## src/rtl/mul_hilo_ctrl_pkg.sv

```systemverilog
// Shared definitions for the HI/LO multiply controller: operand width,
// FSM state encodings and the read-select helper for MFHI/MFLO.
package mul_hilo_ctrl_pkg;

  localparam int MUL_WIDTH = 16;

  localparam logic [1:0] ST_IDLE   = 2'd0;
  localparam logic [1:0] ST_LAUNCH = 2'd1;
  localparam logic [1:0] ST_WAIT   = 2'd2;
  localparam logic [1:0] ST_WRITE  = 2'd3;

  typedef enum logic [1:0] {
    S_IDLE   = ST_IDLE,
    S_LAUNCH = ST_LAUNCH,
    S_WAIT   = ST_WAIT,
    S_WRITE  = ST_WRITE
  } state_e;

  // Read-port select codes; HI wins when both reads are asserted.
  localparam logic [1:0] SEL_NONE = 2'b00;
  localparam logic [1:0] SEL_LO   = 2'b01;
  localparam logic [1:0] SEL_HI   = 2'b10;

  function automatic logic [1:0] hilo_sel(input logic rd_hi, input logic rd_lo);
    if (rd_hi)      return SEL_HI;
    else if (rd_lo) return SEL_LO;
    else            return SEL_NONE;
  endfunction

endpackage

```

## src/rtl/mul_hilo_ctrl_neg_cond.sv

```systemverilog
// Conditional two's-complement negation: out = neg ? -in : in (modulo 2^W).
// Used both for sign-magnitude conditioning of operands and for restoring
// the sign of the unsigned product.
module neg_cond #(
  parameter int W = 16
) (
  input  logic         neg_i,
  input  logic [W-1:0] in_i,
  output logic [W-1:0] out_o
);

  assign out_o = neg_i ? (~in_i + {{(W-1){1'b0}}, 1'b1}) : in_i;

endmodule

```

## src/rtl/mul_hilo_ctrl.sv

```systemverilog
// HI/LO multiply controller: accepts MULT/MULTU, feeds operand magnitudes to
// an unsigned shift-add multiplier, sign-corrects the product into HI/LO and
// serves MFHI/MFLO/MTHI/MTLO, stalling the pipeline while a multiply runs.
module mul_hilo_ctrl
  import mul_hilo_ctrl_pkg::*;
#(
  parameter int WIDTH = MUL_WIDTH
) (
  input  logic               Clk,
  input  logic               Rst_n,
  input  logic               Req,
  input  logic               Signed,
  input  logic [WIDTH-1:0]   OpA,
  input  logic [WIDTH-1:0]   OpB,
  output logic               Ack,
  output logic               Busy,
  output logic               Stall,
  input  logic               RdHi,
  input  logic               RdLo,
  output logic [WIDTH-1:0]   RdData,
  input  logic               WrHi,
  input  logic               WrLo,
  input  logic [WIDTH-1:0]   WrData,
  output logic               Mul_St,
  output logic [WIDTH-1:0]   Mul_Multiplicando,
  output logic [WIDTH-1:0]   Mul_Multiplicador,
  input  logic               Mul_Idle,
  input  logic               Mul_Done,
  input  logic [2*WIDTH-1:0] Mul_Produto
);

  state_e             state_q, state_d;
  logic [WIDTH-1:0]   hi_q, hi_d, lo_q, lo_d;
  logic [WIDTH-1:0]   mag_a_q, mag_a_d, mag_b_q, mag_b_d;
  logic               negres_q, negres_d;
  logic [2*WIDTH-1:0] prod_q, prod_d;

  logic [WIDTH-1:0]   mag_a_w, mag_b_w;
  logic [2*WIDTH-1:0] res_w;
  logic               idle_w, busy_w, ack_w, stall_w;

  assign idle_w  = (state_q == S_IDLE);
  assign busy_w  = ~idle_w;
  assign ack_w   = idle_w & Req & Mul_Idle;
  // A request in IDLE must also hold while a multiplier left running by a
  // reset is still draining.
  assign stall_w = (busy_w & (Req | RdHi | RdLo | WrHi | WrLo))
                 | (idle_w & Req & ~Mul_Idle);

  neg_cond #(.W(WIDTH)) u_neg_a (
    .neg_i (Signed & OpA[WIDTH-1]),
    .in_i  (OpA),
    .out_o (mag_a_w)
  );

  neg_cond #(.W(WIDTH)) u_neg_b (
    .neg_i (Signed & OpB[WIDTH-1]),
    .in_i  (OpB),
    .out_o (mag_b_w)
  );

  neg_cond #(.W(2*WIDTH)) u_neg_p (
    .neg_i (negres_q),
    .in_i  (prod_q),
    .out_o (res_w)
  );

  // Next-state and datapath updates; product write in WRITE overrides any MT*.
  always_comb begin
    state_d  = state_q;
    hi_d     = hi_q;
    lo_d     = lo_q;
    mag_a_d  = mag_a_q;
    mag_b_d  = mag_b_q;
    negres_d = negres_q;
    prod_d   = prod_q;

    if (!stall_w) begin
      if (WrHi) hi_d = WrData;
      if (WrLo) lo_d = WrData;
    end

    case (state_q)
      S_IDLE: begin
        if (ack_w) begin
          mag_a_d  = mag_a_w;
          mag_b_d  = mag_b_w;
          negres_d = Signed & (OpA[WIDTH-1] ^ OpB[WIDTH-1]);
          state_d  = S_LAUNCH;
        end
      end
      S_LAUNCH: state_d = S_WAIT;
      S_WAIT: begin
        if (Mul_Done) begin
          prod_d  = Mul_Produto;
          state_d = S_WRITE;
        end
      end
      S_WRITE: begin
        hi_d    = res_w[2*WIDTH-1:WIDTH];
        lo_d    = res_w[WIDTH-1:0];
        state_d = S_IDLE;
      end
      default: state_d = S_IDLE;
    endcase
  end

  // State and register update with asynchronous reset of everything.
  always_ff @(posedge Clk or negedge Rst_n) begin
    if (!Rst_n) begin
      state_q  <= S_IDLE;
      hi_q     <= '0;
      lo_q     <= '0;
      mag_a_q  <= '0;
      mag_b_q  <= '0;
      negres_q <= 1'b0;
      prod_q   <= '0;
    end else begin
      state_q  <= state_d;
      hi_q     <= hi_d;
      lo_q     <= lo_d;
      mag_a_q  <= mag_a_d;
      mag_b_q  <= mag_b_d;
      negres_q <= negres_d;
      prod_q   <= prod_d;
    end
  end

  // MFHI/MFLO read mux; HI has priority.
  always_comb begin
    RdData = '0;
    case (hilo_sel(RdHi, RdLo))
      SEL_HI:  RdData = hi_q;
      SEL_LO:  RdData = lo_q;
      default: RdData = '0;
    endcase
  end

  assign Ack               = ack_w;
  assign Busy              = busy_w;
  assign Stall             = stall_w;
  assign Mul_St            = (state_q == S_LAUNCH);
  assign Mul_Multiplicando = mag_a_q;
  assign Mul_Multiplicador = mag_b_q;

endmodule

```

## config.mk

```make
export PLATFORM = sky130hd
export DESIGN_NAME = mul_hilo_ctrl
export DESIGN_NICKNAME = d
export VERILOG_FILES = /design/src/rtl/mul_hilo_ctrl_pkg.sv /design/src/rtl/mul_hilo_ctrl_neg_cond.sv /design/src/rtl/mul_hilo_ctrl.sv
export SDC_FILE = /design/constraint.sdc
export NUM_CORES = 1
export LEC_CHECK = 0
export BUFFER_PORTS_ARGS = -buffer_cell sky130_fd_sc_hd__clkbuf_2
export CORE_ASPECT_RATIO = 0.5
export CORE_MARGIN = 3
export CORE_UTILIZATION = 48
export DETAILED_ROUTE_END_ITERATION = 12
export PLACE_DENSITY = 0.75
export SETUP_SLACK_MARGIN = 0.02
export SYNTH_ARGS = -nofsm -noshare
export SYNTH_HDL_FRONTEND = slang
export SYNTH_SLANG_ARGS = --single-unit
```

## constraint.sdc

```tcl
create_clock -name Clk -period 2.4 [get_ports Clk]
set_input_delay 0.48 -clock Clk [delete_from_list [all_inputs] [get_ports Clk]]
set_output_delay 0.48 -clock Clk [all_outputs]
set_load 0.01 [all_outputs]
```

Yosys cells after proc, flatten, opt, wreduce, memory -nomap -nowiden. Index checks and enable logic that the tools add are counted.

Reductions and logical operators: 8. Add/sub/neg operators: 3. Muxes and demuxes: 15. Bitwise gates (word level): 18. Equal/unequal tests: 8.

Operators by type and width (count): 16-bit 2-to-1 mux (8); 16-bit by 1-bit adder with 16-bit output (second input constant) (2); 32-bit by 1-bit adder with 32-bit output (second input constant) (1); 32-bit 2-to-1 mux (1); 16-bit inverter (2); 32-bit inverter (1); 16-bit one-hot mux with 2 select lines (1); 2-bit AND reduction (5); 2-bit one-hot mux with 4 select lines (1); 1-bit AND (7); 2-bit == test (second input constant) (3); 2-bit 2-to-1 mux (3); 1-bit OR (5); 2-bit by 1-bit == test with 1-bit output (second input constant) (2); 2-bit inequality test (second input constant) (2); 2-bit nonzero test (2); 2-bit logical NOT (1); 2-bit by 1-bit inequality test with 1-bit output (second input constant) (1); 1-bit inverter (2); 1-bit 2-to-1 mux (1); 1-bit XOR (1).

Input bits: 90. Register bits: 99. Logic and storage cells: 59. Output and inout port bits: 52.

Logic depth before layout (Yosys ltp). Gate-level depths: netlist of the first run.

Word-level depth: 8. Depth in mapped cells: 8. Gate-level depth less buffers: 7.

Modules after synthesis. Synthesis of the first run repeated with hierarchy kept, for this count alone.

Cells, all modules: 574. Area, all modules: 6097.1 µm².

By module, submodules not included: mul_hilo_ctrl (cells each 381, area an instance 4654.5 µm², seq. area each 2477.4 µm², instances 1); neg_cond (u_neg_p) (cells each 99, area an instance 777.0 µm², seq. area each 0.0 µm², instances 1); neg_cond (u_neg_a ...) (cells each 47, area an instance 332.8 µm², seq. area each 0.0 µm², instances 2).

Least setup slack after synthesis of the first run. OpenSTA, ideal clock, no wires.

Kind: reg-to-reg. Start point: register prod_q[24]. End point: register hi_q[15]. Period minus slack after synthesis: 1876 ps. Path buffers: 0. Required time: 2263 ps. Stages on the path, launching flop included: 6. Path slack: 524 ps. Arrival: 1739 ps. Setup time: 137 ps. Path through: dfrtp_1 -> or3_4 -> or4_1 -> o41ai_2 -> xor2_1 -> a21oi_1.

Word-level cells in the longest chain between the ends: 4.

Ends and longest elaborated chain: start, declared (RTL line mul_hilo_ctrl.sv:36) `logic [2*WIDTH-1:0] prod_q, prod_d;`; start signal, assigned (RTL line mul_hilo_ctrl.sv:125) `prod_q <= prod_d;`; 32-bit inverter (RTL line mul_hilo_ctrl_neg_cond.sv:12) `assign out_o = neg_i ? (~in_i + {{(W-1){1'b0}}, 1'b1}) : in_i;`; 32-bit by 1-bit adder with 32-bit output (RTL line mul_hilo_ctrl_neg_cond.sv:12); 32-bit 2-to-1 mux (RTL line mul_hilo_ctrl_neg_cond.sv:12); 16-bit 2-to-1 mux (RTL line mul_hilo_ctrl.sv:83) `case (state_q)`; end signal, assigned (RTL line mul_hilo_ctrl.sv:120) `hi_q <= hi_d;`; end, declared (RTL line mul_hilo_ctrl.sv:33) `logic [WIDTH-1:0] hi_q, hi_d, lo_q, lo_d;`.

Every way passes these cells. A chain may end at the register's enable or synchronous reset.

Worst setup path after layout of the first run.
Start point: register state_q[0]. End point: output port Ack.

Word-level cells in the longest chain between the ends: 3.

Ends and longest elaborated chain: start, declared (RTL line mul_hilo_ctrl.sv:32) `state_e state_q, state_d;`; start signal, assigned (RTL line mul_hilo_ctrl.sv:119) `state_q <= state_d;`; 2-bit logical NOT (RTL line mul_hilo_ctrl.sv:42) `assign idle_w = (state_q == S_IDLE);`; 1-bit AND (2 in series) (RTL line mul_hilo_ctrl.sv:44) `assign ack_w = idle_w & Req & Mul_Idle;`; end, declared (RTL line mul_hilo_ctrl.sv:15) `output logic Ack,`.

Every way passes these cells.

==> results of run 1 <==
[final timing paths]
path / end / cells past startpoint / slack (ns)
min in group Clk: prod_q[29] / 2 / 0.37
worst max register to register: hi_q[11] / 5 / 0.33
max in group asynchronous: prod_q[22] / 2 / 1.70
worst min register to register: Mul_Multiplicando[4] / 2 / 0.48
worst min-delay path: lo_q[0] / 1 / 0.08
worst max-delay path: Ack / 5 / 0.24
[synthesized netlist by cell type, types with 7 or more instances]
master    count
xnor2_1      19
nor2_1       39
a21oi_1      37
nand3_1       8
ha_1          7
o21ai_1      18
xor2_1       37
inv_1        15
o31ai_1      15
mux2_2       56
nand2_1      76
dfrtp_1      99
nor3_1        8
o21ai_0      39
mux2i_1      10
clkbuf_1     21
[worst reg2reg max path, delay by kind of cell (launching register included)]
kind	cells	cell delay [ns]
simple gates	2	0.76
compound gates	2	0.48
xor+xnor	1	0.26
flops	1	0.45
[sequential cells by signal, summed over array words and instances (netlist names)]
signal and flops:
Mul_Multiplicando 16, state_q 2, prod_q 32, lo_q 16, hi_q 16, negres_q 1
Mul_Multiplicador 16
[report_power, final]
part	switching, mW	total (mW)	internal, mW
sequential	0.734	3.24	2.51
combinational	1.87	3.51	1.64
clock	0.634	1.47	0.835
[per-stage QoR]
step	total power [mW]	util	setup WS (ns)
finish	8.22	0.611	0.238
global placement	6.64	0.584	0.344
detailed placement	6.77	0.584	0.274
global route	8.87	0.611	0.108
floorplan	5.51	-	0.524
CTS	8.26	0.611	0.220
[metal layers]
layer | vias up | wire length (um) | global-route usage
met5 | - | 0 | 0
met4 | 0 | 176 | 0.0532
met3 | 16 | 834 | 0.0510
met2 | 144 | 6600 | 0.369
met1 | 2148 | 6230 | 0.293
li1 | 2272 | - | -
[kinds of logic after synthesis]
family | Yosys count | synth area share
buffers and inverters | 44 | 0.0302
AO/OA/AOI/OAI | 129 | 0.142
adder cells (fa/ha/maj) | 7 | 0.0158
XOR/XNOR | 56 | 0.0882
multiplexers | 67 | 0.133
AND/OR/NAND/NOR | 164 | 0.144
flip-flops | 99 | 0.446
[cell type report]
class	count	area, um^2	share of cell area
timing repair buffer	160	876	0.128
clock inverter	6	65.1	0.00954
multi-input combinational	423	2920	0.429
tap	145	181	0.0266
sequential	99	2480	0.363
inverter	15	56.3	0.00826
clock buffer	10	239	0.0351
==> impl_metrics.ini, run 1 <==
[clock_tree]
ctsResizeCount = 0
postCtsHoldBufs = 0
clkTransAtPathRegs_ns = 0.07
cts_setup_buffers = 0
cts-root-buf = clkbuf_16
cts-buffers-inserted = 9
cts.sinks = 99
cts_tree = yes
htree_levels = 3
clock_latency_ns = 0.34
clockBufferDepth = 2

[synthesis]
synth_nets = 663
seq_area_frac_synth = 0.446
synth_top_area_frac = 0.446
synth_top_cell_by_area = dfrtp_1
yosysWarnings = 0
async_reset_ff_frac = 1.00
yosysUniqueCellTypes = 44
synth_edf_count = 0
synth_area_um2 = 5560
syn_area_per_cell_um2 = 9.82
ys_seq_elements = 99
synth_ff_type = dfrtp_1
syn_inst = 566
synthTopCellsByArea = dfrtp_1 (45%), mux2_2 (11%), xor2_1 (5.8%), nand2_1 (5.1%), o21ai_0 (3.5%)

[sta]
setup_tns_ns = 0
tightestPinTransition_ns = 0.648
hold_viol = 0
skew_ns = 0.00851
max-slew-margin-rel = 0.564
fmax_ghz = 0.462
period_share = 0.901
setup_viol = 0
slew_viol_final = 0
whs_ns = 0.0844
post-route-min-period_ns = 2.16
rsz0062_at_grt = false

[worst_hold_path]
min_path_type = input port to async pin

[route]
drt-pass1-iter-count = 5
dr_total_vias = 4580
wl_per_cell_um = 16.1
drcViolationCount = 0
drt_iter0_markers = 256
drtAntennaViolNets = 0
routed_via_density = 5.34
drt-total-wl_um = 13800

[placement]
gp_congestion = 0.807
dp_hpwl_um = 10500
placed_cells = 842
postPlaceCellArea_um2 = 6510
numPortBuffers = 141

[floorplan]
die_w_um = 158
fp.dieArea_um2 = 13000
coreArea_um2 = 11100
die_h_um = 82.1
rows = 27
start_util = 0.499
io_pins = 142

[run_status]
status = finished clean

[global_route]
overflow = 0
antenna_found_initial = 0
grt_pass1_wl_um = 22300
grt_pass1_vias = 4430
grt_max_degree = 45
grt_usage = 0.220

[critical_path]
r2r_start = prod_q[1]
cp.required_ns = 1.92
cp_top_family = flip-flops
critPathMaxStageDelay_ns = 0.42
endpoint_kind = output port
crit_fanout = 6
crit_top_cell = inv_1
cp.arrival_ns = 1.68
crit_chain = inv_1 > ha_1 > nand3_2 > inv_1 > clkbuf_2
criticalPathCategory = flip-flop to output port
critPathLaunchType = flip-flop
cp_num_buf_inv = 3
setup.worst_path.start = state_q[0]
slowest_stage = dfrtp_1

[flow_run]
drv_cap = 0

[power]
vdd_ir_drop_max_mv = 0.523
powerDensity_nw_per_um2 = 1210
p_leak_nw = 3.16

[layout]
nNetsFinal = 805
syn_to_final_growth_pct = 22.6
final_common_cell = clkbuf_2
fin_cells = 858
antenna_cells = 0
mostFrequentLayoutCells = clkbuf_2 (140), dfrtp_1 (99), nand2_1 (76)
fill_cells = 968
drive_gt1_frac = 0.348
final_area_um2 = 6820
(Power assumes the default switching activity.)
==> run 2, diff against run 1 <==
--- a/config.mk
+++ b/config.mk
@@ -6,7 +6,7 @@
 export NUM_CORES = 1
 export LEC_CHECK = 0
 export BUFFER_PORTS_ARGS = -buffer_cell sky130_fd_sc_hd__clkbuf_2
-export CORE_ASPECT_RATIO = 0.5
+export CORE_ASPECT_RATIO = 0.8
 export CORE_MARGIN = 3
 export CORE_UTILIZATION = 48
 export DETAILED_ROUTE_END_ITERATION = 12
==> run 2 against run 1 <==
  * Final cell count down 0.82%
  * Clock power about the same
  * Sequential share of layout area up 0.21 points
  * Total power up 0.34%
  * Clock skew down 0.0037 ns
  * Critical path depth down 1
  * Die area down 0.54%
  * Non-clock buffer count down 6
  * First-iteration DRC count up 13%
  * Critical endpoint is now RdData[5]
  * Largest cell class unchanged
==> impl_metrics.ini, run 2 (synthesized netlist as in run 1, its figures left out) <==
[sta]
setup_tns_ns = 0
max-slew-margin-rel = 0.601
post-route-min-period_ns = 2.18
period_share = 0.908
layout_setup_ws_ns = 0.221
whs_ns = 0.0530
fmax_ghz = 0.459
setup_viol = 0
tightestPinTransition_ns = 0.597
rsz0062_at_grt = false
skew_ns = 0.00485
slew_viol_final = 0
hold_viol = 0

[power]
p_total_mw = 8.25
powerDensity_nw_per_um2 = 1220
p_leak_nw = 3.15
vdd_ir_drop_max_mv = 0.665

[clock_tree]
cts_tree = yes
clkTransAtPathRegs_ns = 0.07
cts.sinks = 99
htree_levels = 3
ctsResizeCount = 0
clockBufferDepth = 2
cts-root-buf = clkbuf_16
clock_latency_ns = 0.34
cts_setup_buffers = 0
cts-buffers-inserted = 9
postCtsHoldBufs = 0

[flow_run]
drv_cap = 0

[floorplan]
fp.dieArea_um2 = 12900
die_w_um = 126
start_util = 0.501
die_h_um = 102
io_pins = 142
rows = 34
coreArea_um2 = 11100

[layout]
nNetsFinal = 799
antenna_cells = 0
final_common_cell = clkbuf_2
drive_gt1_frac = 0.342
top_register = prod_q
largest_reg_flops = 32
final_area_um2 = 6780
utilization = 0.610
regArea_um2 = 2480
fin_cells = 851
syn_to_final_growth_pct = 21.9
mostFrequentLayoutCells = clkbuf_2 (140), dfrtp_1 (99), nand2_1 (76)
multiInputGateArea_um2 = 2920
fill_cells = 955

[critical_path]
cp.required_ns = 1.92
reg2reg_depth = 5
crit_top_cell = clkbuf_2
r2r_setup_slack_ns = 0.24
cp.arrival_ns = 1.70
crit_fanout = 13
critPathMaxStageDelay_ns = 0.55
setup.worst_path.start = RdLo
cp-endpoint = RdData[5]
endpoint_kind = output port
rr_endpoint = hi_q[9]
criticalPathCategory = input port to output port
r2r_start = prod_q[8]
crit_chain = clkbuf_2 > nor2b_1 > a22o_1 > clkbuf_2
slowest_stage = nor2b_1
critPathLaunchType = input port

[global_route]
grt_use_met2 = 0.388
use_met3 = 0.0883
grt_usage = 0.229
grt_pass1_vias = 4803
overflow = 0
antenna_found_initial = 0
grt_max_degree = 64
busiest_layer = met2
met1_usage = 0.283
grt_pass1_wl_um = 23700

[route]
drt_iter0_markers = 290
drtAntennaViolNets = 0
routed_via_density = 5.52
wl_per_cell_um = 16.8
dr_total_vias = 4696
drt-pass1-iter-count = 5
drt-total-wl_um = 14300
drcViolationCount = 0

[placement]
gp_congestion = 0.937
post-place-ws_ns = 0.238
numPortBuffers = 141
postPlaceCellArea_um2 = 6470
dp_hpwl_um = 11100
placed_cells = 835

[worst_hold_path]
min_path_type = input port to async pin

[run_status]
status = finished clean
[run 2: worst min-delay path by stage]
stage | startpoint | end | slack (ns)
final | Rst_n | Mul_Multiplicando[1] | 0.05
after global routing | Rst_n | state_q[1] | 0.06
after CTS | Rst_n | state_q[1] | 0.05
after detailed placement | Rst_n | state_q[1] | 0.43
after global placement | Rst_n | state_q[1] | 0.42
after floorplan | Rst_n | Mul_Multiplicador[0] | 0.18
[run 2: per-layer routing]
metal / routed length, um / vias up
met1: 6050 / 2240
li1: - / 2261
met3: 1330 / 17
met4: 179 / 0
met2: 6780 / 178
met5: 0 / -
[run 2: critical path: cells and delay by family]
kind            cells  cell delay [ns]
buf+inv             2             0.41
simple gates        1             0.55
compound gates      1             0.26
[run 2: final cells by class]
type / instances / area share
multi-input combinational: 423 / 0.431
sequential: 99 / 0.366
timing repair buffer: 154 / 0.123
clock buffer: 10 / 0.0353
tap: 144 / 0.0266
clock inverter: 6 / 0.0107
inverter: 15 / 0.00831
[run 2: where the power goes]
part	switching [mW]	internal (mW)	total, mW
sequential	0.768	2.51	3.28
combinational	1.86	1.62	3.48
clock	0.648	0.848	1.50
total	3.27	4.98	8.25
